**config.mk**
```make
export PLATFORM = sky130hd
export DESIGN_NAME = regfile_2r1w_flat
export DESIGN_NICKNAME = d
export VERILOG_FILES = /design/src/rtl/regfile_pkg.sv /design/src/rtl/regfile_2r1w_if.sv /design/src/rtl/decoder_1toN.sv /design/src/rtl/registerN.sv /design/src/rtl/registerNzero.sv /design/src/rtl/regfile_2r1w.sv /design/src/flat_wrapper.sv
export SDC_FILE = /design/constraint.sdc
export NUM_CORES = 2
export LEC_CHECK = 0
export ABC_CLOCK_PERIOD_IN_PS = 3850
export CAP_MARGIN = 20
export CORE_ASPECT_RATIO = 1.1
export CORE_MARGIN = 2
export CORE_UTILIZATION = 40
export DETAILED_ROUTE_END_ITERATION = 7
export DONT_BUFFER_PORTS = 1
export HOLD_SLACK_MARGIN = 0.15
export PLACE_DENSITY = 0.61
export SLEW_MARGIN = 20
export SYNTH_ARGS = -nofsm -noshare
export SYNTH_HDL_FRONTEND = slang
export SYNTH_HIERARCHICAL = 1
export SYNTH_SLANG_ARGS = --single-unit
```
**constraint.sdc**
```tcl
create_clock -name clk -period 3.85 [get_ports clk]
set_input_delay 0.77 -clock clk [delete_from_list [all_inputs] [get_ports clk]]
set_output_delay 0.77 -clock clk [all_outputs]
set_load 0.02 [all_outputs]
```
**src/rtl/regfile_pkg.sv**
```systemverilog
// -----------------------------------------------------------------------------
// regfile_pkg
// Shared constants and types for the 2-read/1-write register file slice.
//   DEF_WIDTH / DEF_ADDR_WIDTH : default data and address widths
//   NUM_REGS                   : entry count for the default address width
//   ZERO_ADDR                  : index of the hard-zero register
//   reg_addr_t                 : register address type (default width)
// -----------------------------------------------------------------------------
package regfile_pkg;

  localparam int DEF_WIDTH      = 32;
  localparam int DEF_ADDR_WIDTH = 5;
  localparam int NUM_REGS       = 2 ** DEF_ADDR_WIDTH;
  localparam int ZERO_ADDR      = 0;

  typedef logic [DEF_ADDR_WIDTH-1:0] reg_addr_t;

endpackage : regfile_pkg

```
**src/rtl/regfile_2r1w_if.sv**
```systemverilog
// -----------------------------------------------------------------------------
// regfile_2r1w_if
// Bundle between the decode/control side (master) and the register file
// (slave).
//   wrenable, write_addr, write_data : write port
//   read_addr1/2                     : read port addresses
//   claim, claim_addr                : mark a register as having a write in flight
//   read_data1/2, busy1/2            : registered read results and pending flags
// -----------------------------------------------------------------------------
interface regfile_2r1w_if
  import regfile_pkg::*;
#(
  parameter int WIDTH      = DEF_WIDTH,
  parameter int ADDR_WIDTH = DEF_ADDR_WIDTH
);

  logic                  wrenable;
  logic [ADDR_WIDTH-1:0] write_addr;
  logic [WIDTH-1:0]      write_data;
  logic [ADDR_WIDTH-1:0] read_addr1;
  logic [ADDR_WIDTH-1:0] read_addr2;
  logic                  claim;
  logic [ADDR_WIDTH-1:0] claim_addr;
  logic [WIDTH-1:0]      read_data1;
  logic [WIDTH-1:0]      read_data2;
  logic                  busy1;
  logic                  busy2;

  modport master (
    output wrenable, write_addr, write_data,
    output read_addr1, read_addr2,
    output claim, claim_addr,
    input  read_data1, read_data2, busy1, busy2
  );

  modport slave (
    input  wrenable, write_addr, write_data,
    input  read_addr1, read_addr2,
    input  claim, claim_addr,
    output read_data1, read_data2, busy1, busy2
  );

endinterface : regfile_2r1w_if

```
**src/rtl/decoder_1toN.sv**
```systemverilog
// -----------------------------------------------------------------------------
// decoder_1toN
// Combinational one-hot decoder: o_sel[i_addr] = i_en, all other bits 0.
// Used for both the write-enable and the claim decoding.
//   i_en   : strobe
//   i_addr : selected index
//   o_sel  : one-hot select vector (N = 2**ADDR_WIDTH bits)
// -----------------------------------------------------------------------------
module decoder_1toN #(
  parameter int ADDR_WIDTH = 5,
  parameter int N          = 2 ** ADDR_WIDTH
) (
  input  logic                  i_en,
  input  logic [ADDR_WIDTH-1:0] i_addr,
  output logic [N-1:0]          o_sel
);

  always_comb begin
    // NOTE: default assignment first so every path drives o_sel; no latch.
    o_sel = '0;
    if (i_en) o_sel[i_addr] = 1'b1;
  end

endmodule : decoder_1toN

```
**src/rtl/registerN.sv**
```systemverilog
// -----------------------------------------------------------------------------
// registerN
// One register-file entry with write enable and asynchronous active-low reset.
//   clk, rst_n : clock and reset
//   i_we, i_d  : write enable and data
//   o_q        : stored value
// -----------------------------------------------------------------------------
module registerN #(
  parameter int WIDTH = 32
) (
  input  logic             clk,
  input  logic             rst_n,
  input  logic             i_we,
  input  logic [WIDTH-1:0] i_d,
  output logic [WIDTH-1:0] o_q
);

  logic [WIDTH-1:0] r_q;

  // NOTE: every entry is reset, because a mid-run reset must discard all
  // contents and the pipeline reads registers it never wrote.
  always_ff @(posedge clk or negedge rst_n) begin
    if (!rst_n)    r_q <= '0;
    else if (i_we) r_q <= i_d;
  end

  assign o_q = r_q;

endmodule : registerN

```
**src/rtl/registerNzero.sv**
```systemverilog
// -----------------------------------------------------------------------------
// registerNzero
// Hard-zero entry: holds no state and always reads 0.
//   o_q : constant zero
// -----------------------------------------------------------------------------
module registerNzero #(
  parameter int WIDTH = 32
) (
  output logic [WIDTH-1:0] o_q
);

  assign o_q = '0;

endmodule : registerNzero

```
**src/rtl/regfile_2r1w.sv**
```systemverilog
// -----------------------------------------------------------------------------
// regfile_2r1w
// 2**ADDR_WIDTH-entry register file: two registered read ports, one write
// port, optional same-edge write-to-read bypass and a pending-write
// scoreboard so control can stall on operands still in flight.
//   clk, reset_n : clock, asynchronous active-low reset
//   bus (slave)  : write port, read addresses, claim, read data and busy flags
// Entry 0 ignores writes and claims and always reads 0 / not busy.
// -----------------------------------------------------------------------------
module regfile_2r1w
  import regfile_pkg::*;
#(
  parameter int WIDTH      = DEF_WIDTH,
  parameter int ADDR_WIDTH = DEF_ADDR_WIDTH,
  parameter bit BYPASS     = 1'b1
) (
  input  logic           clk,
  input  logic           reset_n,
  regfile_2r1w_if.slave  bus
);

  localparam int          N         = 2 ** ADDR_WIDTH;
  // Clears the zero-register bit so writes/claims to it have no effect.
  localparam logic [N-1:0] ZERO_MASK = ~(N'(1) << ZERO_ADDR);

  logic [N-1:0]     w_wr_sel_raw;
  logic [N-1:0]     w_claim_sel_raw;
  logic [N-1:0]     w_wr_sel;
  logic [N-1:0]     w_claim_sel;
  logic [N-1:0]     w_pending_next;
  logic [N-1:0]     r_pending;
  logic [WIDTH-1:0] w_entry [N];

  logic             w_hit1, w_hit2;
  logic [WIDTH-1:0] w_rd1_next, w_rd2_next;
  logic             w_busy1_next, w_busy2_next;

  logic [WIDTH-1:0] r_read_data1, r_read_data2;
  logic             r_busy1, r_busy2;

  decoder_1toN #(.ADDR_WIDTH(ADDR_WIDTH), .N(N)) u_wr_dec (
    .i_en   (bus.wrenable),
    .i_addr (bus.write_addr),
    .o_sel  (w_wr_sel_raw)
  );

  decoder_1toN #(.ADDR_WIDTH(ADDR_WIDTH), .N(N)) u_claim_dec (
    .i_en   (bus.claim),
    .i_addr (bus.claim_addr),
    .o_sel  (w_claim_sel_raw)
  );

  assign w_wr_sel    = w_wr_sel_raw    & ZERO_MASK;
  assign w_claim_sel = w_claim_sel_raw & ZERO_MASK;

  for (genvar gi = 0; gi < N; gi++) begin : g_entry
    if (gi == ZERO_ADDR) begin : g_zero
      registerNzero #(.WIDTH(WIDTH)) u_reg (
        .o_q (w_entry[gi])
      );
    end else begin : g_reg
      registerN #(.WIDTH(WIDTH)) u_reg (
        .clk   (clk),
        .rst_n (reset_n),
        .i_we  (w_wr_sel[gi]),
        .i_d   (bus.write_data),
        .o_q   (w_entry[gi])
      );
    end
  end

  // Claim is ORed in after the write clear, so a same-edge claim and write to
  // one register leaves it pending (the new producer takes over).
  assign w_pending_next = (r_pending & ~w_wr_sel) | w_claim_sel;

  // w_hitN: a real (non-zero) write lands on the address read this edge.
  assign w_hit1 = w_wr_sel[bus.read_addr1];
  assign w_hit2 = w_wr_sel[bus.read_addr2];

  assign w_rd1_next = (BYPASS && w_hit1) ? bus.write_data : w_entry[bus.read_addr1];
  assign w_rd2_next = (BYPASS && w_hit2) ? bus.write_data : w_entry[bus.read_addr2];

  // With bypass the read already carries the new value, so a completing write
  // clears busy unless a claim on the same address re-arms it.
  assign w_busy1_next = BYPASS
    ? ((r_pending[bus.read_addr1] & ~w_hit1) | (w_hit1 & w_claim_sel[bus.read_addr1]))
    : r_pending[bus.read_addr1];
  assign w_busy2_next = BYPASS
    ? ((r_pending[bus.read_addr2] & ~w_hit2) | (w_hit2 & w_claim_sel[bus.read_addr2]))
    : r_pending[bus.read_addr2];

  // NOTE: non-blocking assignments so every register samples pre-edge values.
  always_ff @(posedge clk or negedge reset_n) begin
    if (!reset_n) begin
      r_pending    <= '0;
      r_read_data1 <= '0;
      r_read_data2 <= '0;
      r_busy1      <= 1'b0;
      r_busy2      <= 1'b0;
    end else begin
      r_pending    <= w_pending_next;
      r_read_data1 <= w_rd1_next;
      r_read_data2 <= w_rd2_next;
      r_busy1      <= w_busy1_next;
      r_busy2      <= w_busy2_next;
    end
  end

  assign bus.read_data1 = r_read_data1;
  assign bus.read_data2 = r_read_data2;
  assign bus.busy1      = r_busy1;
  assign bus.busy2      = r_busy2;

endmodule : regfile_2r1w

```
**src/flat_wrapper.sv**
```systemverilog
// flat-port wrapper written by rule: the top's interface ports become plain ports
module regfile_2r1w_flat import regfile_pkg::*;
#(
  parameter int WIDTH      = DEF_WIDTH,
  parameter int ADDR_WIDTH = DEF_ADDR_WIDTH,
  parameter bit BYPASS     = 1'b1
)
  (clk, reset_n, bus_wrenable, bus_write_addr, bus_write_data, bus_read_addr1, bus_read_addr2, bus_claim, bus_claim_addr, bus_read_data1, bus_read_data2, bus_busy1, bus_busy2);
  regfile_2r1w_if #(.WIDTH(WIDTH), .ADDR_WIDTH(ADDR_WIDTH)) bus_i ();
  input  logic clk;
  input  logic reset_n;
  input wire logic [$bits(bus_i.wrenable)-1:0] bus_wrenable;
  input wire logic [$bits(bus_i.write_addr)-1:0] bus_write_addr;
  input wire logic [$bits(bus_i.write_data)-1:0] bus_write_data;
  input wire logic [$bits(bus_i.read_addr1)-1:0] bus_read_addr1;
  input wire logic [$bits(bus_i.read_addr2)-1:0] bus_read_addr2;
  input wire logic [$bits(bus_i.claim)-1:0] bus_claim;
  input wire logic [$bits(bus_i.claim_addr)-1:0] bus_claim_addr;
  output wire logic [$bits(bus_i.read_data1)-1:0] bus_read_data1;
  output wire logic [$bits(bus_i.read_data2)-1:0] bus_read_data2;
  output wire logic [$bits(bus_i.busy1)-1:0] bus_busy1;
  output wire logic [$bits(bus_i.busy2)-1:0] bus_busy2;
  assign bus_i.wrenable = bus_wrenable;
  assign bus_i.write_addr = bus_write_addr;
  assign bus_i.write_data = bus_write_data;
  assign bus_i.read_addr1 = bus_read_addr1;
  assign bus_i.read_addr2 = bus_read_addr2;
  assign bus_i.claim = bus_claim;
  assign bus_i.claim_addr = bus_claim_addr;
  assign bus_read_data1 = bus_i.read_data1;
  assign bus_read_data2 = bus_i.read_data2;
  assign bus_busy1 = bus_i.busy1;
  assign bus_busy2 = bus_i.busy2;
  regfile_2r1w #(.WIDTH(WIDTH), .ADDR_WIDTH(ADDR_WIDTH), .BYPASS(BYPASS)) u_core (.clk(clk), .reset_n(reset_n), .bus(bus_i));
endmodule
```
==> flow_metrics.py <==
metrics = {
    "synth": {
        "synth_area_sq_um": 63100,
        "synthCells": 3926,
        "yosys_warnings": 6,
        "avgSynthCellArea_sq_um": 16.1,
    },
    "global_routing": {
        "grt_pass1_vias": 39000,
        "antenna_found_initial": 0,
        "grt_max_degree": 352,
        "grt_overflow": 0,
        "grt_usage_pct": 23.5,
        "grt_pass1_wl_um": 280000,
    },
    "floorplan": {
        "rows": 152,
        "start_util_pct": 40.4,
        "die_h_um": 421,
        "die_area_sq_um": 161000,
        "chipWidth_um": 383,
        "core_area_sq_um": 156000,
        "io_pins": 122,
    },
    "cells_and_area": {
        "syn2layout_area_growth_pct": 8.21,
        "drive_gt1_share_pct": 46.7,
        "nFillCells": 13800,
        "final_cell_mix": "dfrtp_1 (1089), mux2_4 (959), mux4_2 (417), mux2i_1 (264), a22oi_1 (133)",
        "diodes": 0,
        "final_util_pct": 43.7,
        "layout_commonest_cell": "dfrtp_1",
        "fin_nets": 3895,
    },
    "clock_tree": {
        "numCtsBuffers": 115,
        "clock_sinks": 1089,
        "cts_setup_buffers": 0,
        "clkSlewWorstSetupHoldPaths_ns": 0.06,
        "htree_levels": 3,
        "root_buffer": "clkbuf_16",
        "clockBufferDepth": 3,
        "cts_tree": "yes",
        "clock_latency_ns": 0.76,
        "ctsResizeCount": 0,
    },
    "routing": {
        "via_per_inst": 6.19,
        "post-route-drc-count": 0,
        "final_antenna_net_count": 0,
        "drt-initial-drc-count": 3589,
        "vias": 37300,
        "dr.pass1.iters": 5,
        "drt-total-wl_um": 190000,
        "routedWlPerCell_um": 31.6,
    },
    "power": {
        "power.total_mw": 34.3,
        "power.density_nw_per_um2": 501,
        "peakVddDrop_uv": 364,
        "p_leak_nw": 29.5,
    },
    "critical_path": {
        "reg2reg_depth": 4,
        "slowest_delay_ns": 1.18,
        "timing.rr.start": "u_core/g_entry[26].g_reg.u_reg/o_q[15]",
        "cp_max_fo": 351,
        "cp_cell_sequence": "mux4_2, o21ai_0, nand4_1, mux2_2",
        "cp.required_ns": 4.47,
        "cp.arrival_ns": 4.03,
        "crit_slowest_cell": "mux4_2",
        "start_kind": "input pin",
        "cp-endpoint": "u_core/bus.read_data2[15]",
        "worst-setup-path-type": "in -> reg",
        "worst_setup_path_end_kind": "flop",
        "r2r-end": "u_core/bus.read_data2[15]",
        "cp-startpoint": "bus_read_addr2[1]",
        "r2r_slack_ns": 1.76,
    },
    "timing": {
        "slew_viol_final": 192,
        "skew_ns": 0.0244,
        "min_period_ns": 3.41,
        "max_freq_mhz": 293,
        "fin_setup_tns_ns": 0,
        "min_period_over_period_pct": 88.5,
        "max-slew-margin-rel_pct": -46.6,
        "finalSetupViolCount": 0,
        "rsz0062_at_grt": "no",
        "worstMarginPinSlew_ns": 2.20,
        "layout_setup_ws_ns": 0.441,
        "hold_viol": 0,
    },
    "status": {
        "status": "complete, but fails checks",
        "violations": "max-slew violations",
    },
    "placed_design": {
        "preCtsSetupSlack_ns": 0.452,
        "port_buffers": 0,
        "finalWeightedCongestion": 0.797,
        "hpwl_um": 99300,
    },
    "job": {
        "cap_violations": 0,
    },
    "hold_path": {
        "hold_class": "in -> reg",
    },
}
worst min-delay path by stage:
| stage | start | end | slack (ns) | cells past startpoint |
|---|---|---|---|---|
| floorplan | u_core/r_pending[3] | u_core/r_pending[3] | 0.46 | 1 |
| global placement | u_core/r_pending[19] | u_core/r_pending[19] | 0.48 | 1 |
| detailed placement | reset_n | u_core/r_pending[5] | 0.49 | 0 |
| CTS | bus_write_data[31] | u_core/g_entry[3].g_reg.u_reg/o_q[31] | 0.15 | 1 |
| global route | bus_write_data[15] | u_core/g_entry[16].g_reg.u_reg/o_q[15] | 0.17 | 1 |
| finish | bus_write_data[15] | u_core/g_entry[16].g_reg.u_reg/o_q[15] | 0.19 | 1 |
routing by layer:
layer  global-route usage [%]  share of wire, %  wire length [um]
met1                     31.3                42             79500
met5                        0                 0                 0
met4                     8.80               3.8              7230
met2                     38.3                48             91400
met3                     4.15               6.2             11700
final cells by class:
| type | count | area [sq um] | share of cell area (%) |
|---|---|---|---|
| multi-input cells | 2439 | 32500 | 47.6 |
| repair buffers | 157 | 1850 | 2.71 |
| flip-flops and latches | 1089 | 27300 | 39.9 |
| clock buffers | 172 | 3440 | 5.04 |
| inverters | 37 | 139 | 0.203 |
| clock inverters | 41 | 502 | 0.734 |
| well taps | 2079 | 2600 | 3.81 |
critical path: cells and delay by family:
family             cells  cell delay (ns)
muxes                  2             1.49
AOI/OAI and AO/OA      1             0.55
and+or+nand+nor        1             0.23
flip-flops by register name, indices dropped and copies added (netlist names):
register                        cells
u_core/r_pending                   31
u_core/bus.busy1                    1
u_core/bus.read_data2              32
u_core/bus.busy2                    1
u_core/bus.read_data1              32
u_core/g_entry.g_reg.u_reg/o_q    992
timing repair:
action	CTS	global route
endpoints found under the setup margin	0	121
endpoints found under the hold margin	949	84
hold buffers	65	1
stage by stage:
| stage | cell area (sq um) | hold WS [ns] | std cells |
|---|---|---|---|
| 2_1_floorplan | 63300 | 0.464 | 3957 |
| 3_3_place_gp | 63400 | 0.475 | 5731 |
| 3_5_place_dp | 63400 | 0.485 | 5731 |
| 4_1_cts | 68200 | 0.150 | 6009 |
| 5_1_grt | 68300 | 0.171 | 6014 |
| 6_report | 68300 | 0.190 | 6014 |
power breakdown:
| part | total, mW | switching [mW] | internal (mW) |
|---|---|---|---|
| Clock | 11.7 | 4.90 | 6.83 |
| Combinational | 6.85 | 2.07 | 4.78 |
| Sequential | 15.7 | 2.00 | 13.7 |
Note: power is estimated with default switching activity, not from simulation.
